===== src/rtl/ltsm_sb_hs_pkg.sv =====
// Shared types and constants for the LTSM sideband request/response handshake engine.
// Latency: n/a (types, message codes, timeout default and the counter-width helper).
// Backpressure: n/a.
package ltsm_sb_hs_pkg;

  // TX side: send our request, then wait for the partner's response.
  typedef enum logic [1:0] {
    TX_IDLE      = 2'd0,
    TX_SEND_REQ  = 2'd1,
    TX_WAIT_RESP = 2'd2,
    TX_DONE      = 2'd3
  } tx_state_e;

  // RX side: wait for the partner's request, then send our response.
  typedef enum logic [1:0] {
    RX_IDLE      = 2'd0,
    RX_WAIT_REQ  = 2'd1,
    RX_SEND_RESP = 2'd2,
    RX_DONE      = 2'd3
  } rx_state_e;

  // Encoded sideband message codes used by the LTSM handshakes.
  localparam int PM_L1_ENTRY_REQ        = 8;
  localparam int PM_L1_ENTRY_RESP       = 9;
  localparam int PM_L2_ENTRY_REQ        = 10;
  localparam int PM_L2_ENTRY_RESP       = 11;
  localparam int LINKINIT_EXIT_REQ      = 12;
  localparam int LINKINIT_EXIT_RESP     = 13;
  localparam int TRAINERROR_ENTRY_REQ   = 14;
  localparam int TRAINERROR_ENTRY_RESP  = 15;

  // Default handshake timeout in core cycles.
  localparam int TIMEOUT_DEF = 8000;

  // A zero timeout disables the counter; keep at least one bit so the
  // counter declaration stays legal.
  function automatic int cnt_width(input int timeout_cycles);
    return (timeout_cycles > 0) ? $clog2(timeout_cycles + 1) : 1;
  endfunction

endpackage


===== src/rtl/ltsm_sb_tx_arbiter.sv =====
// Arbitrates pending REQ/RESP sends onto the single sideband TX message port.
// Latency: a send requested (set pulse) in cycle N with the port free strobes in cycle N+1.
// Backpressure: no launch while busy_i is high or in the cycle right after a strobe;
//   responses win over requests; flush_i drops everything pending and suppresses launch.
// Ports: clk_i/rst_i (sync, active-high); flush_i abort; busy_i TX busy;
//   req_set_i/resp_set_i send requests; req/resp_pend_o pending flags;
//   req/resp_launch_o launch-this-cycle; tx_vld_o/tx_dat_o registered strobe and code.
module ltsm_sb_tx_arbiter #(
  parameter int SB_MSG_WIDTH = 4,
  parameter int REQ_MSG      = 14,
  parameter int RESP_MSG     = 15
) (
  input  logic                    clk_i,
  input  logic                    rst_i,
  input  logic                    flush_i,
  input  logic                    busy_i,
  input  logic                    req_set_i,
  input  logic                    resp_set_i,
  output logic                    req_pend_o,
  output logic                    resp_pend_o,
  output logic                    req_launch_o,
  output logic                    resp_launch_o,
  output logic                    tx_vld_o,
  output logic [SB_MSG_WIDTH-1:0] tx_dat_o
);

  localparam logic [SB_MSG_WIDTH-1:0] REQ_CODE  = SB_MSG_WIDTH'(REQ_MSG);
  localparam logic [SB_MSG_WIDTH-1:0] RESP_CODE = SB_MSG_WIDTH'(RESP_MSG);

  logic                    req_pend_q, req_pend_d;
  logic                    resp_pend_q, resp_pend_d;
  logic                    tx_vld_q, tx_vld_d;
  logic [SB_MSG_WIDTH-1:0] tx_dat_q, tx_dat_d;
  logic                    req_want, resp_want, slot_free;
  logic                    req_launch, resp_launch;

  always_comb begin
    // A set pulse is eligible in the same cycle so the first launch costs no
    // extra cycle over the registered strobe.
    req_want    = req_pend_q | req_set_i;
    resp_want   = resp_pend_q | resp_set_i;
    // The previous strobe blocks this cycle: guarantees an idle cycle between
    // launches even when busy never rises.
    slot_free   = ~busy_i & ~tx_vld_q & ~flush_i;
    resp_launch = slot_free & resp_want;
    req_launch  = slot_free & req_want & ~resp_want;

    req_pend_d  = ~flush_i & req_want & ~req_launch;
    resp_pend_d = ~flush_i & resp_want & ~resp_launch;

    tx_vld_d    = req_launch | resp_launch;
    tx_dat_d    = '0;
    if (resp_launch) begin
      tx_dat_d = RESP_CODE;
    end else if (req_launch) begin
      tx_dat_d = REQ_CODE;
    end
  end

  always_ff @(posedge clk_i) begin
    if (rst_i) begin
      req_pend_q  <= 1'b0;
      resp_pend_q <= 1'b0;
      tx_vld_q    <= 1'b0;
      tx_dat_q    <= '0;
    end else begin
      req_pend_q  <= req_pend_d;
      resp_pend_q <= resp_pend_d;
      tx_vld_q    <= tx_vld_d;
      tx_dat_q    <= tx_dat_d;
    end
  end

  assign req_pend_o    = req_pend_q;
  assign resp_pend_o   = resp_pend_q;
  assign req_launch_o  = req_launch;
  assign resp_launch_o = resp_launch;
  assign tx_vld_o      = tx_vld_q;
  assign tx_dat_o      = tx_dat_q;

endmodule


===== src/rtl/ltsm_sb_hs_engine.sv =====
// Generic LTSM sideband request/response handshake engine with timeout and initiator-only mode.
// Latency: enable seen with TX not busy -> REQ strobe next cycle; o_hs_end one cycle after both sides DONE.
// Backpressure: i_SB_Busy holds launches; pending sends wait, responses first.
// Ports: i_clk/i_rst (sync, active-high); i_hs_en level enable; i_SB_Busy TX busy;
//   i_rx_msg_valid/i_decoded_SB_msg received code; o_tx_msg_valid/o_encoded_SB_msg
//   launch strobe and code; o_hs_end completion level; o_timeout sticky abort level.
module ltsm_sb_hs_engine
  import ltsm_sb_hs_pkg::*;
#(
  parameter int SB_MSG_WIDTH   = 4,
  parameter int REQ_MSG        = TRAINERROR_ENTRY_REQ,
  parameter int RESP_MSG       = TRAINERROR_ENTRY_RESP,
  parameter int HAS_RX         = 1,
  parameter int TIMEOUT_CYCLES = TIMEOUT_DEF,
  parameter int CNT_W          = cnt_width(TIMEOUT_CYCLES)
) (
  input  logic                    i_clk,
  input  logic                    i_rst,
  input  logic                    i_hs_en,
  input  logic                    i_SB_Busy,
  input  logic                    i_rx_msg_valid,
  input  logic [SB_MSG_WIDTH-1:0] i_decoded_SB_msg,
  output logic [SB_MSG_WIDTH-1:0] o_encoded_SB_msg,
  output logic                    o_tx_msg_valid,
  output logic                    o_hs_end,
  output logic                    o_timeout
);

  localparam logic [SB_MSG_WIDTH-1:0] REQ_CODE  = SB_MSG_WIDTH'(REQ_MSG);
  localparam logic [SB_MSG_WIDTH-1:0] RESP_CODE = SB_MSG_WIDTH'(RESP_MSG);
  localparam bit                      TO_EN     = (TIMEOUT_CYCLES > 0);
  localparam logic [CNT_W-1:0]        TO_LAST   = CNT_W'(TO_EN ? TIMEOUT_CYCLES - 1 : 0);

  tx_state_e        tx_q, tx_d;
  rx_state_e        rx_q, rx_d;
  logic [CNT_W-1:0] cnt_q, cnt_d;
  logic             hs_end_q, hs_end_d;
  logic             to_q, to_d;

  logic rx_req, rx_resp;
  logic both_done, to_fire, flush;
  logic req_set, resp_set;
  logic req_pend, resp_pend, req_launch, resp_launch;

  // Messages only count while the handshake is enabled.
  assign rx_req  = i_hs_en & i_rx_msg_valid & (i_decoded_SB_msg == REQ_CODE);
  assign rx_resp = i_hs_en & i_rx_msg_valid & (i_decoded_SB_msg == RESP_CODE);

  assign both_done = (tx_q == TX_DONE) && (rx_q == RX_DONE);

  // Completion beats timeout when both land in the same cycle.
  assign to_fire = TO_EN && i_hs_en && !hs_end_q && !to_q && !both_done && (cnt_q == TO_LAST);

  // Anything that aborts the handshake also drops pending sends and blocks launch.
  assign flush = ~i_hs_en | to_fire | to_q;

  // ---------------------------------------------------------------------------
  // FSM state registers
  // ---------------------------------------------------------------------------
  always_ff @(posedge i_clk) begin
    if (i_rst) begin
      tx_q <= TX_IDLE;
      rx_q <= RX_IDLE;
    end else begin
      tx_q <= tx_d;
      rx_q <= rx_d;
    end
  end

  // ---------------------------------------------------------------------------
  // Next-state logic
  // ---------------------------------------------------------------------------
  always_comb begin
    tx_d = tx_q;
    case (tx_q)
      TX_IDLE:      if (i_hs_en) tx_d = TX_SEND_REQ;
      // The request may already have left in the IDLE cycle, in which case the
      // pending flag is clear on arrival here.
      TX_SEND_REQ:  if (!req_pend || req_launch) tx_d = TX_WAIT_RESP;
      TX_WAIT_RESP: if (rx_resp) tx_d = TX_DONE;
      TX_DONE:      tx_d = TX_DONE;
      default:      tx_d = TX_IDLE;
    endcase
    if (to_fire || to_q) tx_d = TX_DONE;
    if (!i_hs_en)        tx_d = TX_IDLE;
  end

  always_comb begin
    rx_d = rx_q;
    if (HAS_RX != 0) begin
      case (rx_q)
        // A request landing on the enable edge is taken straight away.
        RX_IDLE:      if (i_hs_en) rx_d = rx_req ? RX_SEND_RESP : RX_WAIT_REQ;
        RX_WAIT_REQ:  if (rx_req) rx_d = RX_SEND_RESP;
        RX_SEND_RESP: if (!resp_pend || resp_launch) rx_d = RX_DONE;
        RX_DONE:      rx_d = RX_DONE;
        default:      rx_d = RX_IDLE;
      endcase
    end else begin
      // Initiator-only: the responder side is considered finished.
      rx_d = RX_DONE;
    end
    if (to_fire || to_q) rx_d = RX_DONE;
    if (!i_hs_en)        rx_d = RX_IDLE;
  end

  // ---------------------------------------------------------------------------
  // Output logic: send requests to the arbiter, completion and timeout
  // ---------------------------------------------------------------------------
  always_comb begin
    req_set  = (tx_q == TX_IDLE) && i_hs_en;
    resp_set = (HAS_RX != 0) && rx_req && ((rx_q == RX_IDLE) || (rx_q == RX_WAIT_REQ));

    hs_end_d = i_hs_en && both_done && !to_q;
    to_d     = i_hs_en && (to_q || to_fire);

    cnt_d = cnt_q;
    if (!i_hs_en) begin
      cnt_d = '0;
    end else if (TO_EN && !hs_end_q && !to_q && (cnt_q != TO_LAST)) begin
      cnt_d = cnt_q + 1'b1;
    end
  end

  always_ff @(posedge i_clk) begin
    if (i_rst) begin
      cnt_q    <= '0;
      hs_end_q <= 1'b0;
      to_q     <= 1'b0;
    end else begin
      cnt_q    <= cnt_d;
      hs_end_q <= hs_end_d;
      to_q     <= to_d;
    end
  end

  ltsm_sb_tx_arbiter #(
    .SB_MSG_WIDTH (SB_MSG_WIDTH),
    .REQ_MSG      (REQ_MSG),
    .RESP_MSG     (RESP_MSG)
  ) u_tx_arbiter (
    .clk_i         (i_clk),
    .rst_i         (i_rst),
    .flush_i       (flush),
    .busy_i        (i_SB_Busy),
    .req_set_i     (req_set),
    .resp_set_i    (resp_set),
    .req_pend_o    (req_pend),
    .resp_pend_o   (resp_pend),
    .req_launch_o  (req_launch),
    .resp_launch_o (resp_launch),
    .tx_vld_o      (o_tx_msg_valid),
    .tx_dat_o      (o_encoded_SB_msg)
  );

  assign o_hs_end  = hs_end_q;
  assign o_timeout = to_q;

endmodule


===== config.mk =====
export PLATFORM = sky130hd
export DESIGN_NAME = ltsm_sb_hs_engine
export DESIGN_NICKNAME = d
export VERILOG_FILES = /design/src/rtl/ltsm_sb_hs_pkg.sv /design/src/rtl/ltsm_sb_tx_arbiter.sv /design/src/rtl/ltsm_sb_hs_engine.sv
export SDC_FILE = /design/constraint.sdc
export NUM_CORES = 1
export LEC_CHECK = 0
export BUFFER_PORTS_ARGS = -buffer_cell sky130_fd_sc_hd__buf_2
export CORE_MARGIN = 5
export CORE_UTILIZATION = 45
export CTS_CLUSTER_DIAMETER = 100
export DETAILED_ROUTE_END_ITERATION = 10
export PLACE_DENSITY = 0.65
export SYNTH_ARGS = -nofsm -noshare
export SYNTH_HDL_FRONTEND = slang
export SYNTH_SLANG_ARGS = --single-unit

===== constraint.sdc =====
create_clock -name i_clk -period 2.2 [get_ports i_clk]
set_input_delay 0.33 -clock i_clk [delete_from_list [all_inputs] [get_ports i_clk]]
set_output_delay 0.33 -clock i_clk [all_outputs]
set_load 0.03 [all_outputs]

Word level (Yosys, flattened, before mapping)
Index checks and enable logic that the tools add are counted.
- add/subtract/negate cells: 1
- equal/unequal tests: 14
- mux-type cells: 11
- bitwise gates (word level): 24
- reductions and logical operators: 26
- operators by type and width (kind ; number):
    $pmux W2 S4 ; 2
    $mux W2 ; 7
    $add A13 B1 Y13 const B ; 1
    $eq A13 B13 Y1 const B ; 1
    $ne A13 B13 Y1 const B ; 1
    $and A1 B1 Y1 ; 12
    $logic_and A1 B1 Y1 ; 12
    $ne A3 B3 Y1 const B ; 4
    $eq A2 B2 Y1 const B ; 4
    $eq A4 B4 Y1 const B ; 2
    $mux W4 ; 2
    $not A1 Y1 ; 7
    $logic_not A1 Y1 ; 5
    $or A1 B1 Y1 ; 5
    $eq A2 B1 Y1 const B ; 2
    $logic_not A2 Y1 ; 2
    $logic_or A1 B1 Y1 ; 4
    $reduce_and A2 Y1 ; 2
    $reduce_or A2 Y1 ; 1
- register bits after elaboration: 26
- input port bits: 9
- output and inout bits: 7
- word-level logic and storage cells: 85

Depth between registers and ports, before layout
- word-level depth: 15
- mapped depth: 6
- depth with buffers taken out: 5

Hierarchy
From an unflattened synthesis, not the netlist that was laid out.
- cells, all modules: 124
- area total of the unflattened synthesis: 1092.3 um^2
- modules (own cells, without submodules) (module ; times used ; cells an instance ; area an instance (um^2) ; seq. area each (um^2)):
    ltsm_sb_hs_engine ; 1 ; 106 ; 917.1 ; 380.4
    ltsm_sb_tx_arbiter ; 1 ; 18 ; 175.2 ; 80.1

Worst setup path before layout
OpenSTA, ideal clock, no wires.
- kind: register to register
- start: register to_q, in the netlist o_timeout
- end: register tx_q[0]
- library setup time: 0.120 ns
- arrival time: 1.482 ns
- data required time: 2.080 ns
- setup slack: 0.598 ns
- stages on the path, launching flop included: 6
- path buffers: 1
- period minus slack after synthesis: 1.602 ns
- cell sequence: dfxtp_1 -> or3b_1 -> nor2_1 -> a41o_1 -> buf_2 -> o31a_1
- word-level cells in the longest chain between the ends: 13
- elaborated cells on any way between the ends: 16
- classes of those cells: eq/ne: 2; mux: 1; bitwise: 6; reduce/logical: 7
- ends and longest elaborated chain (what ; line ; RTL):
    from (decl) ; ltsm_sb_hs_engine.sv:38 ; logic to_q, to_d;
    from (signal assigned) ; ltsm_sb_hs_engine.sv:133 ; to_q <= to_d;
    $logic_not A1 Y1 ; ltsm_sb_hs_engine.sv:52 ; assign to_fire = TO_EN && i_hs_en && !hs_end_q && !to_q && !both_done && (cnt_q == TO_LAST);
    $logic_and A1 B1 Y1 (3 in a row) ; ltsm_sb_hs_engine.sv:52 ;
    $or A1 B1 Y1 (2 in a row) ; ltsm_sb_hs_engine.sv:55 ; assign flush = ~i_hs_en | to_fire | to_q;
    $not A1 Y1 ; ltsm_sb_tx_arbiter.sv:44 ; slot_free = ~busy_i & ~tx_vld_q & ~flush_i;
    $and A1 B1 Y1 ; ltsm_sb_tx_arbiter.sv:44 ;
    $and A1 B1 Y1 (2 in a row) ; ltsm_sb_tx_arbiter.sv:46 ; req_launch = slot_free & req_want & ~resp_want;
    $logic_or A1 B1 Y1 ; ltsm_sb_hs_engine.sv:79 ; TX_SEND_REQ: if (!req_pend || req_launch) tx_d = TX_WAIT_RESP;
    $ne A3 B3 Y1 (no source line) ; - ;
    $reduce_and A2 Y1 (no source line) ; - ;
    to (signal assigned) ; ltsm_sb_hs_engine.sv:65 ; tx_q <= tx_d;
    to (decl) ; ltsm_sb_hs_engine.sv:34 ; tx_state_e tx_q, tx_d;
Parallel ways exist; a longest one is shown, timed or not.
A chain may end at the register's enable or synchronous reset.

Final worst setup path
- start: register cnt_q[7]
- end: register cnt_q[1]
- word-level cells in the longest chain between the ends: 2
- ends and longest elaborated chain (what ; line ; RTL):
    from (decl) ; ltsm_sb_hs_engine.sv:36 ; logic [CNT_W-1:0] cnt_q, cnt_d;
    from (signal assigned) ; ltsm_sb_hs_engine.sv:131 ; cnt_q <= cnt_d;
    $ne A13 B13 Y1 ; ltsm_sb_hs_engine.sv:120 ; end else if (TO_EN && !hs_end_q && !to_q && (cnt_q != TO_LAST)) begin
    $logic_and A1 B1 Y1 ; ltsm_sb_hs_engine.sv:120 ;
Every way passes these cells.

==> metrics.txt <==
asr flop ratio synth 0%; post-synthesis register bit count 23; Diodes inserted 0; total gr overflow 0; Clk pin slew, worst setup/hold paths around 0.12 ns; DRT Wirelength roughly 2300 um; status finished, final reports clean; final worst path period need roughly 1.8 ns; Longest Clk Path Bufs 2; crit-path cells or3b_4 > o41ai_4 > mux2i_1 > nor2_1; top cell type's share of synthesized area 40.7%; Combinational Power Share roughly 7.3%; DIE HEIGHT about 60 um; final count of hold timing violations 0; Sum Neg Setup Slack 0 ns; Slew HR between 50% and 60%; Critical Path Sink Type register; crit-path max FO 12; period utilization between 80% and 90%; total CTS buffers 3; register area share after synthesis between 40% and 50%; HPWL after detailed placement ~1700 um; first-pass GRT wire length ~3800 um; Starting Density 46.5%; post-synth cell types 48; die area ~0.0036 sq mm; HP Class in -> reg; post-route clock skew ~0.0013 ns; DR iter-0 viols between 40 and 50; pin count of the biggest net entering global routing 14; Post-synth EDFFs 0; Placer Congestion around 0.74; DRC 0; dominant synthesized flop cell dfxtp_1; syn nets 130; hold-fix buffers at CTS 0; fill cell count 251; Final Setup Violations 0; clock sink total 23; CTS tree built; layout cells sized above 1 ~22%; slew at the pin closest to its max-slew limit around 0.64 ns; final instance area about 0.0012 sq mm; drt wl/cell about 14 um; CTS H-tree lvls 1; Int Pwr ~510 uW; ANT nets after route 0; RSZ-0062 raised after global routing no; Synth area leaders dfxtp_1 41%, a21oi_2 3.1%, o31a_1 3.1%; cell family with most CP delay compound AO/OA/AOI/OAI gates; met2 wire len just over 1000 um; path type of the worst setup path reg -> reg; f_max roughly 550 MHz; post-CTS setup buffers 0; IO buf count 15; vias in the first global route approximately 900; Met3 Wirelength 122 um; Req. time, crit path between 2 and 2.5 ns; Final Max Slew Viols 0; Global Route Usage Sum between 10 and 15%; Critical Path Max Stage Delay 0.61 ns; maximum VDD drop between 400 and 500 uV; DR vias/cell 5.77; Clock Latency Late Sink around 0.31 ns; Mean Syn Cell Area 9.43 sq um; die width approximately 60 um; Mapped Cells 120; Leakage Power roughly 0.46 nW; synthesized area between 0.001 and 0.0015 sq mm; WP buf/inv 0; Yosys Warn Count 0; Resize count post-CTS 0; Switching Share between 20% and 30%; Switch Pwr between 150 and 200 uW; worst path arrival time 2.02 ns; clock power share 28.8%; clock root cell clkbuf_4; Placement Cell Area roughly 0.0012 sq mm; slowest stage cell, crit path o41ai_4; M1 WL approximately 1100 um; DR pass1 iterations 4; Highest Signal Layer met4; I/O pin total 16; DR vias 946; Hold Slack between 0.3 and 0.4 ns; nets around 150; Maximum Capacitance Violations 0; crit start category register; core area between 0.002 and 0.0025 sq mm; Yosys top cell by area dfxtp_1; initial antenna violation count 0; Area growth syn-to-layout 9.29%; num rows 18; Cell Pwr Density between 500 and 600 mW/mm^2; Seq pwr share roughly 64%
## synthesized netlist by cell type (4+ instances only)
cell,n
nand2_1,6
dfxtp_1,23
nand3_1,4
o31a_1,4
nor2_1,9
a21oi_2,4
## final cells by class
type / count / area (sq um) / share of cell area [%]
tap: 30 / 37.5 / 3.04
clock buffer: 3 / 22.5 / 1.82
timing repair buffer: 16 / 82.6 / 6.68
clock inverter: 1 / 5.00 / 0.405
inverter: 2 / 7.51 / 0.607
sequential: 23 / 460 / 37.2
multi-input combinational: 89 / 621 / 50.2
## placed cells by master, fill, tap and decap left out, types with 4 or more instances in the layout
cell | synthesis | layout
buf_2 | 1 | 15
dfxtp_1 | 23 | 23
o31a_1 | 4 | 4
nor2_1 | 9 | 9
nand2_1 | 6 | 6
nand3_1 | 4 | 4
a21oi_2 | 4 | 4
## cell families (layout without fill, tap and decap cells)
group | count (synthesis) | count (layout) | share of synthesized area, %
adder cells (fa/ha/maj) | 1 | 1 | 1.11
buffers and inverters | 8 | 22 | 4.42
AO/OA/AOI/OAI | 28 | 28 | 19.4
AND/OR/NAND/NOR | 54 | 54 | 29.5
flip-flops | 23 | 23 | 40.7
multiplexers | 2 | 2 | 1.77
XOR/XNOR | 4 | 4 | 3.10
## final timing paths
| check | start | endpoint | slack (ns) | cells after the start |
|---|---|---|---|---|
| worst max register to register | cnt_q[7]$_SDFFE_PP0P_ | cnt_q[1]$_SDFFE_PP0P_ | 0.40 | 4 |
| worst min register to register | cnt_q[11]$_SDFFE_PP0P_ | cnt_q[11]$_SDFFE_PP0P_ | 0.50 | 2 |
| worst max-delay path | cnt_q[7]$_SDFFE_PP0P_ | cnt_q[1]$_SDFFE_PP0P_ | 0.40 | 4 |
| worst min-delay path | i_SB_Busy | u_tx_arbiter.tx_dat_o[0]$_SDFF_PP0_ | 0.30 | 3 |
## per-layer routing
layer	vias up	GRT usage, %
li1	481	-
met5	-	0
met4	0	6.65
met1	441	17.4
met3	2	2.16
met2	22	22.5
## worst register-to-register path: stages, from the launching register on
cell and delay, ns:
dfxtp_1 0.39, or3b_4 0.42, o41ai_4 0.61, mux2i_1 0.25, nor2_1 0.05
## flip-flops by register name, indices dropped and copies added (netlist names)
signal,count
o_timeout,1
o_hs_end,1
u_tx_arbiter.req_pend_o,1
u_tx_arbiter.tx_dat_o,1
u_tx_arbiter.tx_vld_o,1
tx_q,2
rx_q,2
u_tx_arbiter.resp_pend_o,1
cnt_q,13
## power groups by stage
| stage | logic [mW] | registers [mW] | clock network (mW) |
|---|---|---|---|
| 6_report | 0.0487 | 0.429 | 0.193 |
| 5_1_grt | 0.0524 | 0.430 | 0.228 |
| 4_1_cts | 0.0485 | 0.428 | 0.203 |
| 3_5_place_dp | 0.0484 | 0.438 | 0 |
| 3_3_place_gp | 0.0469 | 0.437 | 0 |
| 2_1_floorplan | 0.0299 | 0.438 | 0 |
## per-stage QoR
stage / util (%) / power, mW / setup WS [ns] / instances
finish: 50.8 / 0.670 / 0.395 / 164
global route: 50.8 / 0.711 / 0.268 / 164
CTS: 50.8 / 0.680 / 0.382 / 164
detailed placement: 49.7 / 0.486 / 0.405 / 160
global placement: 49.7 / 0.484 / 0.417 / 160
floorplan: - / 0.468 / 0.598 / 120
No activity file was read; power rests on OpenSTA's default activity.
